===== config.mk =====
export PLATFORM = sky130hd
export DESIGN_NAME = uart_rx
export DESIGN_NICKNAME = d
export VERILOG_FILES = /design/src/rtl/uart_pkg.sv /design/src/rtl/uart_sync.sv /design/src/rtl/uart_rx.sv
export SDC_FILE = /design/constraint.sdc
export NUM_CORES = 1
export LEC_CHECK = 0
export ABC_AREA = 1
export CORE_ASPECT_RATIO = 1.2
export CORE_MARGIN = 5
export CORE_UTILIZATION = 25
export CTS_CLUSTER_SIZE = 24
export DETAILED_ROUTE_END_ITERATION = 7
export PLACE_DENSITY = 0.4
export SYNTH_ARGS = -nofsm -noshare
export SYNTH_HDL_FRONTEND = slang
export SYNTH_HIERARCHICAL = 1
export SYNTH_SLANG_ARGS = --single-unit

===== constraint.sdc =====
create_clock -name clk -period 3.47 [get_ports clk]
set_clock_uncertainty 0.05 [all_clocks]
set_input_delay 0.694 -clock clk [delete_from_list [all_inputs] [get_ports clk]]
set_output_delay 0.694 -clock clk [all_outputs]
set_load 0.03 [all_outputs]

===== src/rtl/uart_pkg.sv =====
// uart_pkg: shared UART frame constants, receiver state encoding and counter width helper
package uart_pkg;

    localparam int DATA_BITS = 8;
    localparam int BIT_W     = $clog2(DATA_BITS);

    typedef enum logic [2:0] {
        IDLE,
        START,
        DATA,
        STOP,
        WAIT
    } rx_state_e;

    // Width of a down-counter spanning one bit period; never narrower than one bit
    function automatic int cnt_w(input int cycles_per_bit);
        return (cycles_per_bit > 2) ? $clog2(cycles_per_bit) : 1;
    endfunction

endpackage


===== src/rtl/uart_sync.sv =====
// uart_sync: two-flop synchroniser for an asynchronous input with selectable reset value
module uart_sync #(
    parameter logic RST_VAL = 1'b1
) (
    input  logic clk,
    input  logic rst,
    input  logic d_i,
    output logic q_o
);

    logic s1_q;
    logic s2_q;

    // Two-stage capture of the asynchronous input
    always_ff @(posedge clk) begin
        if (rst) begin
            s1_q <= RST_VAL;
            s2_q <= RST_VAL;
        end else begin
            s1_q <= d_i;
            s2_q <= s1_q;
        end
    end

    assign q_o = s2_q;

endmodule


===== src/rtl/uart_rx.sv =====
// uart_rx: 8N1 serial receiver with mid-bit sampling, framing-error strobe and running byte checksum
module uart_rx
    import uart_pkg::*;
#(
    parameter int cycles_per_bit = 4
) (
    input  logic        clk,
    input  logic        rst,
    input  logic        i_serial,
    output logic [7:0]  o_data,
    output logic        o_valid,
    output logic        o_frame_err,
    output logic        o_idle,
    output logic [31:0] o_sum
);

    localparam int            CW      = cnt_w(cycles_per_bit);
    localparam logic [CW-1:0] HALF_M1 = CW'(cycles_per_bit / 2 - 1);
    localparam logic [CW-1:0] FULL_M1 = CW'(cycles_per_bit - 1);

    logic                 s2;
    rx_state_e            state_q, state_d;
    logic [CW-1:0]        cyc_q, cyc_d;
    logic [BIT_W-1:0]     bit_q, bit_d;
    logic [DATA_BITS-1:0] shreg_q, shreg_d;
    logic [DATA_BITS-1:0] data_q, data_d;
    logic                 valid_q, valid_d;
    logic                 ferr_q, ferr_d;
    logic [31:0]          sum_q, sum_d;

    uart_sync #(.RST_VAL(1'b1)) u_sync (
        .clk (clk),
        .rst (rst),
        .d_i (i_serial),
        .q_o (s2)
    );

    // State, counters, shift register and registered outputs
    always_ff @(posedge clk) begin
        if (rst) begin
            state_q <= IDLE;
            cyc_q   <= '0;
            bit_q   <= '0;
            shreg_q <= '0;
            data_q  <= '0;
            valid_q <= 1'b0;
            ferr_q  <= 1'b0;
            sum_q   <= '0;
        end else begin
            state_q <= state_d;
            cyc_q   <= cyc_d;
            bit_q   <= bit_d;
            shreg_q <= shreg_d;
            data_q  <= data_d;
            valid_q <= valid_d;
            ferr_q  <= ferr_d;
            sum_q   <= sum_d;
        end
    end

    // Frame sequencing: each sample is taken when the bit-period counter reaches zero
    always_comb begin
        state_d = state_q;
        cyc_d   = cyc_q;
        bit_d   = bit_q;
        shreg_d = shreg_q;
        data_d  = data_q;
        sum_d   = sum_q;
        valid_d = 1'b0;
        ferr_d  = 1'b0;
        case (state_q)
            IDLE: begin
                if (!s2) begin
                    state_d = START;
                    cyc_d   = HALF_M1;
                end
            end
            START: begin
                if (cyc_q != '0) begin
                    cyc_d = cyc_q - 1'b1;
                end else if (!s2) begin
                    state_d = DATA;
                    cyc_d   = FULL_M1;
                    bit_d   = '0;
                end else begin
                    state_d = IDLE;
                end
            end
            DATA: begin
                if (cyc_q != '0) begin
                    cyc_d = cyc_q - 1'b1;
                end else begin
                    shreg_d = {s2, shreg_q[DATA_BITS-1:1]};
                    bit_d   = bit_q + 1'b1;
                    cyc_d   = FULL_M1;
                    state_d = (bit_q == BIT_W'(DATA_BITS - 1)) ? STOP : DATA;
                end
            end
            STOP: begin
                if (cyc_q != '0) begin
                    cyc_d = cyc_q - 1'b1;
                end else if (s2) begin
                    data_d  = shreg_q;
                    sum_d   = sum_q + 32'(shreg_q);
                    valid_d = 1'b1;
                    state_d = IDLE;
                end else begin
                    ferr_d  = 1'b1;
                    state_d = WAIT;
                end
            end
            WAIT: begin
                if (s2) state_d = IDLE;
            end
            default: state_d = IDLE;
        endcase
    end

    assign o_data      = data_q;
    assign o_valid     = valid_q;
    assign o_frame_err = ferr_q;
    assign o_idle      = (state_q == IDLE);
    assign o_sum       = sum_q;

endmodule


Word-level counts from Yosys, hierarchy flattened
Cells that the tools add are included.
- $add $sub $neg: 3
- multipliers: 0
- divide/modulo/power cells: 0
- $lt $le $gt $ge: 0
- equal/unequal tests: 13
- shift operators: 0
- muxes and demuxes: 21
- bitwise operators: 2
- reductions and logical operators: 10
- operator list (kind ; number):
    $add A32 B8 Y32 ; 1
    $mux W3 ; 9
    $pmux W3 S5 ; 1
    $mux W2 ; 6
    $ne A2 B2 Y1 const B ; 6
    $pmux W2 S4 ; 1
    $reduce_and A4 Y1 ; 2
    $eq A3 B2 Y1 const B ; 2
    $eq A3 B3 Y1 const B ; 2
    $pmux W3 S2 ; 1
    $reduce_and A5 Y1 ; 1
    $reduce_bool A2 Y1 ; 2
    $reduce_bool A4 Y1 ; 1
    $add A3 B1 Y3 const B ; 1
    $eq A3 B1 Y1 const B ; 1
    $logic_not A3 Y1 ; 1
    $mux W1 ; 3
    $ne A3 B3 Y1 const B ; 1
    $reduce_and A3 Y1 ; 1
    $reduce_or A3 Y1 ; 1
    $ne A2 B1 Y1 const B ; 1
    $not A1 Y1 ; 2
    $reduce_and A2 Y1 ; 1
    $sub A2 B1 Y2 const B ; 1
- flip-flop bits (word level): 60
- bits in latches: 0
- RAM bits: 0
- ROM bits: 0
- output and inout port bits: 43
- word-level logic and storage cells: 59
- memories kept: 0

Depth between registers and ports, before layout
- depth in word-level cells: 4
- gate-level depth with buffers: 13

Modules after synthesis
Netlist, hierarchy kept.
- modules (own cells, without submodules) (module ; times used ; cells each ; area an instance (um^2)):
    uart_rx ; 1 ; 485 ; 3220.6
    uart_sync ; 1 ; 7 ; 58.8

Least setup slack after synthesis
OpenSTA, ideal clock, no wires.
- path type: register -> register
- start point: register sum_q[0] (netlist: o_sum[0])
- end point: register sum_q[22] (netlist: o_sum[22])
- library setup time: 0.116 ns
- data arrival time: 1.776 ns
- data required time: 3.304 ns
- slack: 1.528 ns
- cell stages (with the launch flop): 12
- path buffers: 0
- clock period less this slack: 1.942 ns
- path through: dfxtp_1 > ha_1 > fa_1 > nand2_1 > nand2_1 > and2_1 > nand2_1 > nand2_1 > nand2_1 > nand2_1 > a21oi_1 > nor2_1
- word-level cells in the longest chain between the ends: 1
- RTL lines (element ; line ; source):
    from (decl) ; uart_rx.sv:29 ; logic [31:0] sum_q, sum_d;
    from (signal assigned) ; uart_rx.sv:57 ; sum_q <= sum_d;
    $add A32 B8 Y32 ; uart_rx.sv:104 ; sum_d = sum_q + 32'(shreg_q);
Every way passes these cells.
A chain may end at the register's enable or synchronous reset.

Final worst setup path
- start point: register state_q[0]
- end point: output o_idle
- word-level cells in the longest chain between the ends: 1
- RTL lines (element ; line ; source):
    from (decl) ; uart_rx.sv:22 ; rx_state_e state_q, state_d;
    from (signal assigned) ; uart_rx.sv:50 ; state_q <= state_d;
    $logic_not A3 Y1 ; uart_rx.sv:122 ; assign o_idle = (state_q == IDLE);
    to (decl) ; uart_rx.sv:13 ; output logic o_idle,
Every way passes these cells.

==> metrics.md <==
| Metric | Value |
|---|---|
| Outcome | finished clean |
| Setup crit end kind | output port |
| Syn Nets | 507 |
| Fin cells | about 700 |
| Power Density | roughly 420 nW/µm² |
| Synth Flop Type | dfxtp_1 |
| Measured slew at the worst slew-check pin | 0.4013 ns |
| CP arrival | between 1.5 and 2 ns |
| Top post-synthesis cells by area | dfxtp_1 37%, nand2_1 13%, nor2_1 10%, inv_1 6.3%, o21ai_0 4.9% |
| Async S/R FF share, synth | 0 |
| Number of global-route vias before repair | between 3,000 and 4,000 |
| CP Class | reg2out |
| Ports | between 40 and 50 |
| Final Hold Vio Count | 0 |
| Largest net degree at the start of global routing | 32 |
| CP Max Fanout | 4 |
| Root buf cell | clkbuf_16 |
| Final antenna-violating net count | 0 |
| Clk sinks | 60 |
| CTS buffer count | 9 |
| Initial Util | 0.2566 |
| Worst min path class | reg2reg |
| Placement Cell Area | just under 4000 µm² |
| Slew Limit Headroom | 0.7304 |
| Met1 Track Usage GR | 0.1560 |
| Met2 Use GR | 0.2065 |
| # Max-Cap Violations | 0 |
| Layout cell share with drive strength beyond 1 | 0.06972 |
| Peak Freq | slightly above 400 MHz |
| Hpwl dp | 6.970 mm |
| Crit-path max cell delay | approximately 0.67 ns |
| RSZ-0062 raised after global routing | false |
| FP Rows | 45 |
| Die Span X | around 110 µm |
| Critical path, cell by cell | nor2_1 > nand2_1 > inv_1 > clkdlybuf4s50_1 |
| Final Max Slew Viols | 0 |
| Routed len/inst | approximately 13 µm |
| Cts repair resizes | 0 |
| Port buffer count | 45 |
| Die Footprint | 15,520 µm² |
| DRT iter0 DRCs | 85 |
| GRT Overall Usage | 0.1265 |
| Endpoints failing setup | 0 |
| Post-Syn Area | roughly 3300 µm² |
| TritonCTS clock tree | built |
| Area share of the largest cell type after synthesis | 0.3663 |
| Pleak | between 1.5 and 2 nW |
| Overflow after GRT | 0 |
| CP top delay family | buffers and inverters |
| Die H | between 100 and 150 µm |
| Crit start category | flop |
| Min cycle time layout | about 2.4 ns |
| Syn Inst Count | ~490 |
| Area Growth Syn to Fin | 27.97% |
| Hold Buf Count CTS | 0 |
| Initial antenna violation count | 0 |
| M3 GR Usage | 0.03753 |
| Worst vdd ir | approximately 0.22 mV |
| H-tree depth | 3 |
| Fin util | 0.3283 |
| Post-route cell area | 4197 µm² |
| DRC viols | 0 |
| Initial DRT Pass Iterations | 4 |
| Clock latency on the worst-skew pair | around 0.34 ns |
| Worst Path Buf+Inv | 2 |
| Setup TNS | 0 ns |
| Setup bufs post-CTS | 0 |
| First-pass GRT wire length | around 15 mm |
| Final wirelength | just over 9 mm |
| Synth Register Bits | 60 |
| DP Cell Count | around 690 |
| Drt via density | approximately 4.5 |
| Core area | ~13,000 µm² |
| Yosys cell types | 34 |
| Ant diodes | 0 |
| Critical Path RT | ~2.7 ns |
| Routability cong. | between 0.7 and 0.8 |
| Busiest grt layer | met2 |
| Worst path slowest cell | clkdlybuf4s50_1 |
| Final nets | approximately 560 |
| Register clock-pin slew on the reported worst setup and hold paths | roughly 0.05 ns |
| Yosys top cell by area | dfxtp_1 |
| Share of the yosys chip area belonging to registers | 0.3663 |
| Crit share post-route | 0.6987 |
| Longest Clk Path Bufs | 2 |
| Via Count | between 3,000 and 4,000 |
| Avg Inst Size Synth | 6.665 µm² |
| EDFF count, synth | 0 |
| Yosys warning count | 6 |
-- sequential cells by signal, summed over array words and instances (netlist names) --
register,cells
state_q,3
u_sync/q_o,1
u_sync/s1_q,1
o_data,8
shreg_q,8
bit_q,3
o_sum,32
cyc_q,2
o_valid,1
o_frame_err,1
-- per-stage QoR --
| stage | hold WS (ns) | power (mW) | setup WS, ns |
|---|---|---|---|
| final | 0.3715 | 1.769 | 1.045 |
| after global routing | 0.4039 | 1.857 | 0.9717 |
| after CTS | 0.3801 | 1.807 | 1.036 |
| after global placement | 0.3524 | 0.8700 | 1.374 |
| after detailed placement | 0.3594 | 0.8741 | 1.267 |
| after floorplan | 0.3365 | 0.8344 | 1.528 |
-- worst reg2reg max path, delay by kind of cell (launching register included) --
family	cells	cell delay, ns
buffers and inverters	3	0.57
adder cells (fa/ha/maj)	1	0.30
AND/OR/NAND/NOR	7	0.86
flip-flops	1	0.30
-- kinds of logic after synthesis --
group	after synthesis	share of synthesized area
AND/OR/NAND/NOR	273	0.3667
XOR/XNOR	7	0.01870
AO/OA/AOI/OAI	69	0.1103
buffers and inverters	71	0.09004
flip-flops	60	0.3663
adder cells (fa/ha/maj)	12	0.04807
-- per-layer routing --
| metal | part of all wire | wire [µm] |
|---|---|---|
| met4 | 0.017 | 155 |
| met5 | 0 | 0 |
| met2 | 0.48 | 4439 |
| met3 | 0.051 | 475 |
| met1 | 0.45 | 4230 |
-- power breakdown --
group,internal [mW],switching (mW)
registers,0.705,0.0108
logic,0.0495,0.0936
clock network,0.589,0.322
-- cell type report --
| type | count | area, µm² |
|---|---|---|
| clock buffers | 11 | 252.7 |
| clock inverters | 5 | 50.05 |
| fillers | 1431 | 8584 |
| inverters | 59 | 224.0 |
| multi-input cells | 361 | 1783 |
| flip-flops and latches | 60 | 1201 |
| well taps | 164 | 205.2 |
| repair buffers | 49 | 480.5 |
-- cells in the mapped netlist, types with 3 or more instances --
cell,number
a21oi_1,31
buf_2,3
buf_6,3
clkbuf_1,6
dfxtp_1,60
ha_1,11
inv_1,55
nand2_1,115
nand2_2,3
nand3_1,30
nand4_1,11
nor2_1,90
nor3_1,8
nor3_2,3
o21ai_0,32
xor2_1,5
-- placed cells by master (no fill, tap or decap), drive strengths merged, types with 2 or more instances in the layout --
cell / netlist / layout
nand2: 120 / 120
nor2: 93 / 93
dfxtp: 60 / 60
inv: 58 / 58
clkdlybuf4s50: 0 / 45
o21ai: 32 / 32
a21oi: 32 / 32
nand3: 32 / 32
nand4: 11 / 11
ha: 11 / 11
clkbuf: 6 / 11
nor3: 11 / 11
xor2: 5 / 5
clkinv: 1 / 5
buf: 6 / 4
o21a: 2 / 2
or2: 2 / 2
o21bai: 2 / 2
xnor2: 2 / 2
nor4: 2 / 2
-- path summary, 6_finish.rpt --
kind	from	endpoint	slack (ns)	cells after the start
hold / removal	u_sync/s1_q	u_sync/q_o	0.37	2
setup / recovery	state_q[0]	o_idle	1.05	4
hold reg to reg	u_sync/s1_q	u_sync/q_o	0.37	2
setup reg to reg	cyc_q[0]	o_sum[28]	1.31	11
No activity file was read; power rests on OpenSTA's default activity.
